==> src/rtl/adc_sample_scheduler.sv <==
// adc_sample_scheduler: paces NCH sensor channels with per-channel sample
// periods and shares a single external ADC among them. Due channels are
// granted round-robin, the converter is driven through a start/done
// handshake, and missed samples (overrun) and converter timeouts are flagged.
//
// state   | meaning
// --------+-----------------------------------------------------------
// S_IDLE  | no conversion in flight; grant the next pending channel
// S_START | adc_start high for this single cycle
// S_WAIT  | waiting for adc_done, bounded by TIMEOUT cycles
// S_DONE  | sample_valid high for this single cycle
module adc_sample_scheduler #(
  parameter int NCH     = 4,
  parameter int CH_W    = 2,
  parameter int DIV_W   = 32,
  parameter int TIMEOUT = 1024
) (
  input  logic             clk_in,
  input  logic             reset,
  input  logic             enable,
  input  logic             cfg_we,
  input  logic [CH_W-1:0]  cfg_ch,
  input  logic [DIV_W-1:0] cfg_div,
  input  logic             clear_flags,
  output logic             adc_start,
  output logic [CH_W-1:0]  adc_ch,
  input  logic             adc_done,
  output logic             sample_valid,
  output logic [CH_W-1:0]  sample_ch,
  output logic             busy,
  output logic [NCH-1:0]   overrun,
  output logic             adc_error
);

  localparam int TO_W = (TIMEOUT > 1) ? $clog2(TIMEOUT) : 1;

  typedef enum logic [1:0] {S_IDLE, S_START, S_WAIT, S_DONE} state_t;

  state_t           state_q;
  logic [DIV_W-1:0] div_q [NCH];
  logic [DIV_W-1:0] div_d [NCH];
  logic [DIV_W-1:0] cnt_q [NCH];
  logic [DIV_W-1:0] cnt_d [NCH];
  logic [NCH-1:0]   pending_q, pending_d;
  logic [NCH-1:0]   overrun_q, overrun_d;
  logic [NCH-1:0]   match, tick;
  logic [CH_W-1:0]  last_grant_q;
  logic [CH_W-1:0]  grant_idx;
  logic             grant_found;
  logic             grant_en;
  logic [TO_W-1:0]  to_cnt_q;
  logic             adc_start_q, sample_valid_q, busy_q, adc_error_q;
  logic [CH_W-1:0]  adc_ch_q, sample_ch_q;

  // Terminal-count detect per channel; compares cnt+1 against div so that
  // div-1 is never formed, and a config write on the channel suppresses it.
  always_comb begin
    match = '0;
    tick  = '0;
    for (int i = 0; i < NCH; i++) begin
      match[i] = (div_q[i] != '0) &&
                 (({1'b0, cnt_q[i]} + {{DIV_W{1'b0}}, 1'b1}) == {1'b0, div_q[i]});
      tick[i]  = enable && match[i] && !(cfg_we && (cfg_ch == CH_W'(i)));
    end
  end

  // Round-robin search starting just after the last granted channel.
  always_comb begin
    grant_idx   = '0;
    grant_found = 1'b0;
    for (int k = 1; k <= NCH; k++) begin
      if (!grant_found && pending_q[(int'(last_grant_q) + k) % NCH]) begin
        grant_found = 1'b1;
        grant_idx   = CH_W'((int'(last_grant_q) + k) % NCH);
      end
    end
  end

  assign grant_en = (state_q == S_IDLE) && enable && grant_found;

  // Next-state for period counters, pending and overrun flags.
  // Ordering matters: grant clear, then tick set, then config override.
  always_comb begin
    div_d     = div_q;
    cnt_d     = cnt_q;
    pending_d = pending_q;
    overrun_d = overrun_q;
    if (clear_flags) begin
      overrun_d = '0;
    end
    for (int i = 0; i < NCH; i++) begin
      if (grant_en && (grant_idx == CH_W'(i))) begin
        pending_d[i] = 1'b0;
      end
      if (enable && (div_q[i] != '0)) begin
        cnt_d[i] = match[i] ? '0 : cnt_q[i] + {{(DIV_W-1){1'b0}}, 1'b1};
      end
      if (tick[i]) begin
        if (pending_q[i] && !(grant_en && (grant_idx == CH_W'(i)))) begin
          overrun_d[i] = 1'b1;
        end
        pending_d[i] = 1'b1;
      end
      if (cfg_we && (cfg_ch == CH_W'(i))) begin
        div_d[i]     = cfg_div;
        cnt_d[i]     = '0;
        pending_d[i] = 1'b0;
      end
    end
  end

  // Channel period/counter/pending registers.
  always_ff @(posedge clk_in or posedge reset) begin
    if (reset) begin
      for (int i = 0; i < NCH; i++) begin
        div_q[i] <= '0;
        cnt_q[i] <= '0;
      end
      pending_q <= '0;
      overrun_q <= '0;
    end else begin
      div_q     <= div_d;
      cnt_q     <= cnt_d;
      pending_q <= pending_d;
      overrun_q <= overrun_d;
    end
  end

  // Conversion sequencer with registered handshake and status outputs.
  always_ff @(posedge clk_in or posedge reset) begin
    if (reset) begin
      state_q        <= S_IDLE;
      last_grant_q   <= CH_W'(NCH - 1);
      to_cnt_q       <= '0;
      adc_start_q    <= 1'b0;
      adc_ch_q       <= '0;
      sample_valid_q <= 1'b0;
      sample_ch_q    <= '0;
      busy_q         <= 1'b0;
      adc_error_q    <= 1'b0;
    end else begin
      adc_start_q    <= 1'b0;
      sample_valid_q <= 1'b0;
      if (clear_flags) begin
        adc_error_q <= 1'b0;
      end
      case (state_q)
        S_IDLE: begin
          if (grant_en) begin
            adc_ch_q     <= grant_idx;
            last_grant_q <= grant_idx;
            adc_start_q  <= 1'b1;
            busy_q       <= 1'b1;
            state_q      <= S_START;
          end
        end
        S_START: begin
          to_cnt_q <= '0;
          state_q  <= S_WAIT;
        end
        S_WAIT: begin
          if (adc_done) begin
            sample_ch_q    <= adc_ch_q;
            sample_valid_q <= 1'b1;
            state_q        <= S_DONE;
          end else if (to_cnt_q == TO_W'(TIMEOUT - 1)) begin
            adc_error_q <= 1'b1;
            busy_q      <= 1'b0;
            state_q     <= S_IDLE;
          end else begin
            to_cnt_q <= to_cnt_q + 1'b1;
          end
        end
        S_DONE: begin
          busy_q  <= 1'b0;
          state_q <= S_IDLE;
        end
        default: state_q <= S_IDLE;
      endcase
    end
  end

  assign adc_start    = adc_start_q;
  assign adc_ch       = adc_ch_q;
  assign sample_valid = sample_valid_q;
  assign sample_ch    = sample_ch_q;
  assign busy         = busy_q;
  assign overrun      = overrun_q;
  assign adc_error    = adc_error_q;

endmodule

==> config.mk <==
export PLATFORM = sky130hd
export DESIGN_NAME = adc_sample_scheduler
export DESIGN_NICKNAME = d
export VERILOG_FILES = /design/src/rtl/adc_sample_scheduler.sv
export SDC_FILE = /design/constraint.sdc
export NUM_CORES = 1
export LEC_CHECK = 0
export CORE_MARGIN = 2
export CORE_UTILIZATION = 63
export DETAILED_ROUTE_END_ITERATION = 7
export PLACE_DENSITY_LB_ADDON = 0.05
export REMOVE_ABC_BUFFERS = 1
export SLEW_MARGIN = 10
export SYNTH_ARGS = -nofsm -noshare
export SYNTH_HDL_FRONTEND = slang
export SYNTH_SLANG_ARGS = --single-unit
==> constraint.sdc <==
create_clock -name clk_in -period 10.77 [get_ports clk_in]
set_input_delay 1.6155 -clock clk_in [delete_from_list [all_inputs] [get_ports clk_in]]
set_output_delay 1.6155 -clock clk_in [all_outputs]
set_load 0.005 [all_outputs]
# Word level (Yosys, flattened, before mapping)
# Cells that the tools add are included.
op_classes:
  bitwise: 4
  eq_ne: 19
  magnitude_cmp: 4
  addsub: 13
  reduce_logical: 70
  mux: 72
op_table:
  columns: ["operator", "n"]
  rows:
  - ["2-to-1 mux 32 bit", 12]
  - ["adder 32 x 1 -> 33 bit, second input constant", 4]
  - ["equality test 33 x 32 -> 1 bit", 4]
  - ["adder 32 x 1 -> 32 bit, second input constant", 4]
  - ["nonzero test 32 bit", 4]
  - ["2-to-1 mux 1 bit", 43]
  - ["logical AND 1 bit", 33]
  - ["2-to-1 mux 10 bit", 2]
  - ["one-hot mux 10 bit (2 select lines)", 1]
  - ["less-than comparator 3 x 4 -> 1 bit, second input constant", 4]
  - ["nonzero test 3 bit", 5]
  - ["2-to-1 mux 2 bit", 7]
  - ["equality test 2 bit, second input constant", 6]
  - ["zero test 1 bit", 11]
  - ["adder 10 x 1 -> 10 bit, second input constant", 1]
  - ["equality test 10 bit, second input constant", 1]
  - ["nonzero test 2 bit", 5]
  - ["binary-select mux 1 bit (select 2 bit)", 4]
  - ["inequality test 2 bit, second input constant", 4]
  - ["one-hot mux 2 bit (4 select lines)", 1]
  - ["OR reduction 2 bit", 4]
  - ["equality test 2 x 1 -> 1 bit, second input constant", 3]
  - ["zero test 2 bit", 3]
  - ["AND reduction 2 bit", 3]
  - ["8 further kinds", 13]
word_totals:
  output_inout_bits: 12
  word_cells: 204
  in_bits: 40
  reg_bits: 286

# Longest topological paths before layout
depth:
  word_depth: 22
  depth_mapped: 13

# Worst setup path after synthesis
# OpenSTA, ideal clock, no wires.
synth_path:
  kind: "reg2reg"
  startpoint: "reg cnt_q[0] (netlist bit)"
  endpoint: "reg cnt_q[19] (netlist bit)"
  path_buffers: 2
  setup_slack_ns: 7.129
  synth_period_minus_slack_ns: 3.641
  path_stages_with_launch: 13
  setup_time_ns: 0.118
  t_arrival_ns: 3.523
  t_required_ns: 10.652
  path_cell_list: "dfrtp_1 > ha_1 > nand3_1 > or4_4 > nor3_4 > mux2_2 > o22a_1 > or4b_4 > nor4_4 > buf_4 > buf_6 > a211oi_1 > a21o_1"
synth_between:
  elab_chain_cells: 6
synth_lines:
  columns: ["element", "line", "rtl"]
  rows:
  - ["from (decl)", "42", "logic [DIV_W-1:0] cnt_q [NCH];"]
  - ["from (signal assigned)", "123", "cnt_q <= cnt_d;"]
  - ["adder 32 x 1 -> 33 bit", "62", "(({1'b0, cnt_q[i]} + {{DIV_W{1'b0}}, 1'b1}) == {1'b0, div_q[i]});"]
  - ["equality test 33 x 32 -> 1 bit", "62", null]
  - ["logical AND 1 bit", "61", "match[i] = (div_q[i] != '0) &&"]
  - ["2-to-1 mux 32 bit *", "96", "cnt_d[i] = match[i] ? '0 : cnt_q[i] + {{(DIV_W-1){1'b0}}, 1'b1};"]
  - ["2-to-1 mux 32 bit *", "95", "if (enable && (div_q[i] != '0)) begin"]
  - ["2-to-1 mux 32 bit *", "104", "if (cfg_we && (cfg_ch == CH_W'(i))) begin"]
# Mark *: on every way between the ends. The rest lies on a longest branch, timed or not. The select of a mux whose other input is x is not followed.
# A chain may end at the register's enable or synchronous reset.

# Final worst setup path
layout_path:
  startpoint: "in cfg_ch[1]"
  endpoint: "reg cnt_q[73] (netlist bit)"
layout_between:
  elab_chain_cells: 3
layout_lines:
  columns: ["element", "line", "rtl"]
  rows:
  - ["from (decl)", "22", "input logic [CH_W-1:0] cfg_ch,"]
  - ["equality test 2 x 1 -> 1 bit *", "104", null]
  - ["logical AND 1 bit *", "104", null]
  - ["2-to-1 mux 32 bit / nonzero test 2 bit (equally long branches)", null, null]
# Mark *: on every way between the ends. The rest lies on a longest branch, timed or not.

==> impl_summary.txt <==
----------------------------------------------------
[Route]
  Antenna violation net count after detailed routing ... 0
  Average via count per standard cell ... 6.60
  Routed wire length ... 52700 um
  Final routed DRC violation total ... 0
  Number of DRC markers in iteration 0 ... 1523
  First drt pass iteration count ... 6
  Vias after detailed routing ... 16771
  Average detailed-routed wire length per instance ... 20.7 um

[Power and ir drop]
  Pleak ... 8.50 nW
  Cell internal pwr ... 0.00224 W
  Reg power frac ... 43.0%
  Logic pwr share ... 18.3%
  Switching fraction of total power ... 29.3%
  Max IR drop VDD ... 0.000145 V
  Clock share of power ... 38.7%
  Power density over the cells ... 158 nW/um2
  Net switching power ... 0.000926 W

[Synth]
  Mapped Cells ... 2176
  Post-synth design cell area ... 18400 um2
  Share of the synthesized netlist area taken by xor and xnor gates ... 8.05%
  Post-synth top area cell ... sky130_fd_sc_hd__dfrtp_1
  Sequential-to-total area share from yosys stat ... 39.0%
  Simple logic cell fraction of the synthesized area ... 30.5%
  Count leader, synth ... sky130_fd_sc_hd__nand2_1
  Area fraction of the dominant cell type after synthesis ... 38.7%
  Total of warnings raised by yosys ... 0
  Distinct cell type count after synthesis ... 91
  Synth cell count leaders ... sky130_fd_sc_hd__nand2_1, sky130_fd_sc_hd__dfrtp_1, sky130_fd_sc_hd__xnor2_1
  Avg Cell Area, Syn ... 8.44 um2
  Proportion of synthesized flip-flops having asynchronous set or reset ... 100%
  Number of synthesized flops with an enable pin ... 0
  Proportion of synthesized area in mux cells ... 2.92%
  Post-synthesis register bit count ... 286
  Post-synthesis compound-gate area fraction ... 14.6%
  Adder-cell share of the synthesized area ... 0.682%
  Commonest register cell after synthesis ... sky130_fd_sc_hd__dfrtp_1
  Dominant combinational cell family by area after synthesis ... simple AND/OR/NAND/NOR gates
  Cell types with the largest area share after synthesis ... sky130_fd_sc_hd__dfrtp_1, sky130_fd_sc_hd__nand2_1, sky130_fd_sc_hd__xnor2_1

[Global route]
  Met2 global-route usage ... 53.9%
  Routing usage on met1 ... 50.8%
  Global-route wire length before repair ... 86300 um
  Busiest metal layer after global routing ... met2
  Gr ovfl total ... 0
  Antenna violations before repair ... 1
  Overall fraction of global-route tracks in use ... 34.8%
  Vias in the first global route ... 15860
  Maximum number of pins on one net before global-route repair ... 91
  Met3 GRT Util ... 3.29%

[Floorplan]
  Floorplan row count ... 62
  Top Ports ... 52
  Full die area ... 30500 um2
  Chip Height ... 175 um
  Standard cell core area ... 28700 um2
  Starting density of the core ... 63.9%
  Floorplan die width ... 175 um

[CTS]
  TritonCTS Buffers ... 31
  Clock slew at reported path FFs ... 0.06 ns
  Post-cts sizing count ... 0
  Insertion delay to the later sink of the worst-skew pair ... 0.56 ns
  CTS sink count ... 286
  CTS tree ... done
  Maximum level of the CTS H-tree ... 1
  Clock Root Buffer ... sky130_fd_sc_hd__clkbuf_16
  Largest buffer count on any clock path ... 3
  Number of hold buffers added after cts ... 0
  Post-CTS setup repair buffer count ... 0

[STA]
  Measured slew at the worst slew-check pin ... 1.18 ns
  Unrepaired setup endpoints after global routing ... false
  Min Hold Slack ... 0.504 ns
  Final period util ... 46.2%
  Final count of pins violating max slew ... 0
  Max Fclk ... 0.201 GHz
  Tmin final ... 4.97 ns
  Setup tns final ... 0 ns
  Largest clock skew in the final design ... 0.0109 ns
  Endpoints failing setup ... 0
  PnR worst setup slack ... 5.80 ns
  Hold Fails Final Rpt ... 0
  Max transition margin ... 21.0%

[Placed design]
  Half-perimeter wire length after placement ... 37200 um
  Worst setup slack before clock tree synthesis ... 5.19 ns
  Port Buffer Count ... 51
  Last weighted congestion value of the routability-driven placer ... 0.925

[Setup path]
  Startpoint types ... input port
  Arr. time, crit path ... 5.43 ns
  Setup crit end kind ... flip-flop
  Worst EP required ... 11.23 ns
  Largest fanout on the critical path ... 38
  Kind of critical path ... in -> reg

[Cells and area]
  Area growth syn-to-layout ... 9.32%
  Layout Nets ... 2184
  Antenna diode count ... 0
  Post-layout utilization of the core ... 69.9%
  Fraction of layout instances using a drive strength above 1 ... 7.28%

[Flow run]
  Number of max-cap violations ... 0

[Run status]
  Status ... finished, final reports clean

[Worst hold path]
  Min-delay worst type ... reg -> reg

----------------------------------------------------
## per-stage QoR
stage	power, W	area [um2]	std cells
after floorplan	0.00173	17700	2033
after global placement	0.00192	18900	2485
after detailed placement	0.00194	18900	2485
after CTS	0.00316	20100	2541
after global routing	0.00330	20100	2541
final	0.00316	20100	2541
## worst paths after layout
path,start,to,slack [ns],cells after the start
setup / recovery,cfg_ch[1],cnt_q[73]$_DFFE_PP0P_,5.80,8
max in group asynchronous,reset,div_q[6]$_DFFE_PP0P_,7.18,4
min in group asynchronous,reset,div_q[111]$_DFFE_PP0P_,1.57,2
hold reg to reg,busy$_DFFE_PP0P_,busy$_DFFE_PP0P_,0.50,1
setup reg to reg,cnt_q[0]$_DFFE_PP0P_,cnt_q[24]$_DFFE_PP0P_,6.09,11
hold / removal,busy$_DFFE_PP0P_,busy$_DFFE_PP0P_,0.50,1
## power by group through the flow
stage	Sequential [W]	Combinational, W	Clock, W
2_1_floorplan	0.00132	0.000418	0
3_3_place_gp	0.00137	0.000551	0
3_5_place_dp	0.00137	0.000569	0
4_1_cts	0.00135	0.000576	0.00123
5_1_grt	0.00137	0.000646	0.00128
6_report	0.00136	0.000577	0.00122
## placed cells by master (no fill, tap or decap), types with 31 or more instances in the layout
cell,netlist,routed
sky130_fd_sc_hd__clkdlybuf4s50_1,0,51
sky130_fd_sc_hd__and3_1,34,34
sky130_fd_sc_hd__clkbuf_16,0,31
sky130_fd_sc_hd__xor2_1,56,56
sky130_fd_sc_hd__xnor2_1,110,110
sky130_fd_sc_hd__or3_1,49,49
sky130_fd_sc_hd__a21oi_1,49,49
sky130_fd_sc_hd__nand3_1,87,87
sky130_fd_sc_hd__nor3_1,45,45
sky130_fd_sc_hd__dfrtp_1,284,284
sky130_fd_sc_hd__o21ai_0,92,92
sky130_fd_sc_hd__mux2_2,37,37
sky130_fd_sc_hd__nor2_1,102,101
sky130_fd_sc_hd__inv_1,40,39
sky130_fd_sc_hd__a21o_1,56,56
sky130_fd_sc_hd__nor4_1,73,73
sky130_fd_sc_hd__nand2_1,443,443
sky130_fd_sc_hd__nand4_1,84,84
## kinds of logic (layout without fill, tap and decap cells)
logic type | count (synthesis) | count (layout)
AO/OA/AOI/OAI | 392 | 392
XOR/XNOR | 167 | 167
adder cells (fa/ha/maj) | 10 | 10
buffers and inverters | 185 | 166
flip-flops | 286 | 286
multiplexers | 49 | 49
AND/OR/NAND/NOR | 1087 | 1087
## routing by layer
metal  wire length (um)  vias up
met4               2270        2
met5                 13        -
met1              22700     8156
li1                   -     7788
met2              23900      696
met3               3890      129
## final cells by class
class                           instances  area (um2)
Clock buffer                           40         890
Clock inverter                         16         299
Multi-Input combinational cell       1705       10400
Fill cell                            2376        8640
Sequential cell                       286        7160
Inverter                               42         165
Tap cell                              384         480
Timing Repair Buffer                   68         638
## critical path, stage by stage
cell and delay, ns:
sky130_fd_sc_hd__clkdlybuf4s50_1 0.56, sky130_fd_sc_hd__nand3b_1 0.14, sky130_fd_sc_hd__buf_4 0.37, sky130_fd_sc_hd__clkinv_1 0.84, sky130_fd_sc_hd__or3_1 0.72, sky130_fd_sc_hd__or2_1 0.59, sky130_fd_sc_hd__or3_1 0.46, sky130_fd_sc_hd__o21ai_0 0.10
## flip-flops by register name, indices dropped and copies added, names as in the netlist
signal / count
overrun: 4
last_grant_q: 2
sample_ch: 2
cnt_q: 128
div_q: 128
adc_start: 1
to_cnt_q: 10
state_q: 2
pending_q: 4
adc_error: 1
busy: 1
adc_ch: 2
sample_valid: 1
No activity file was read; power rests on OpenSTA's default activity.
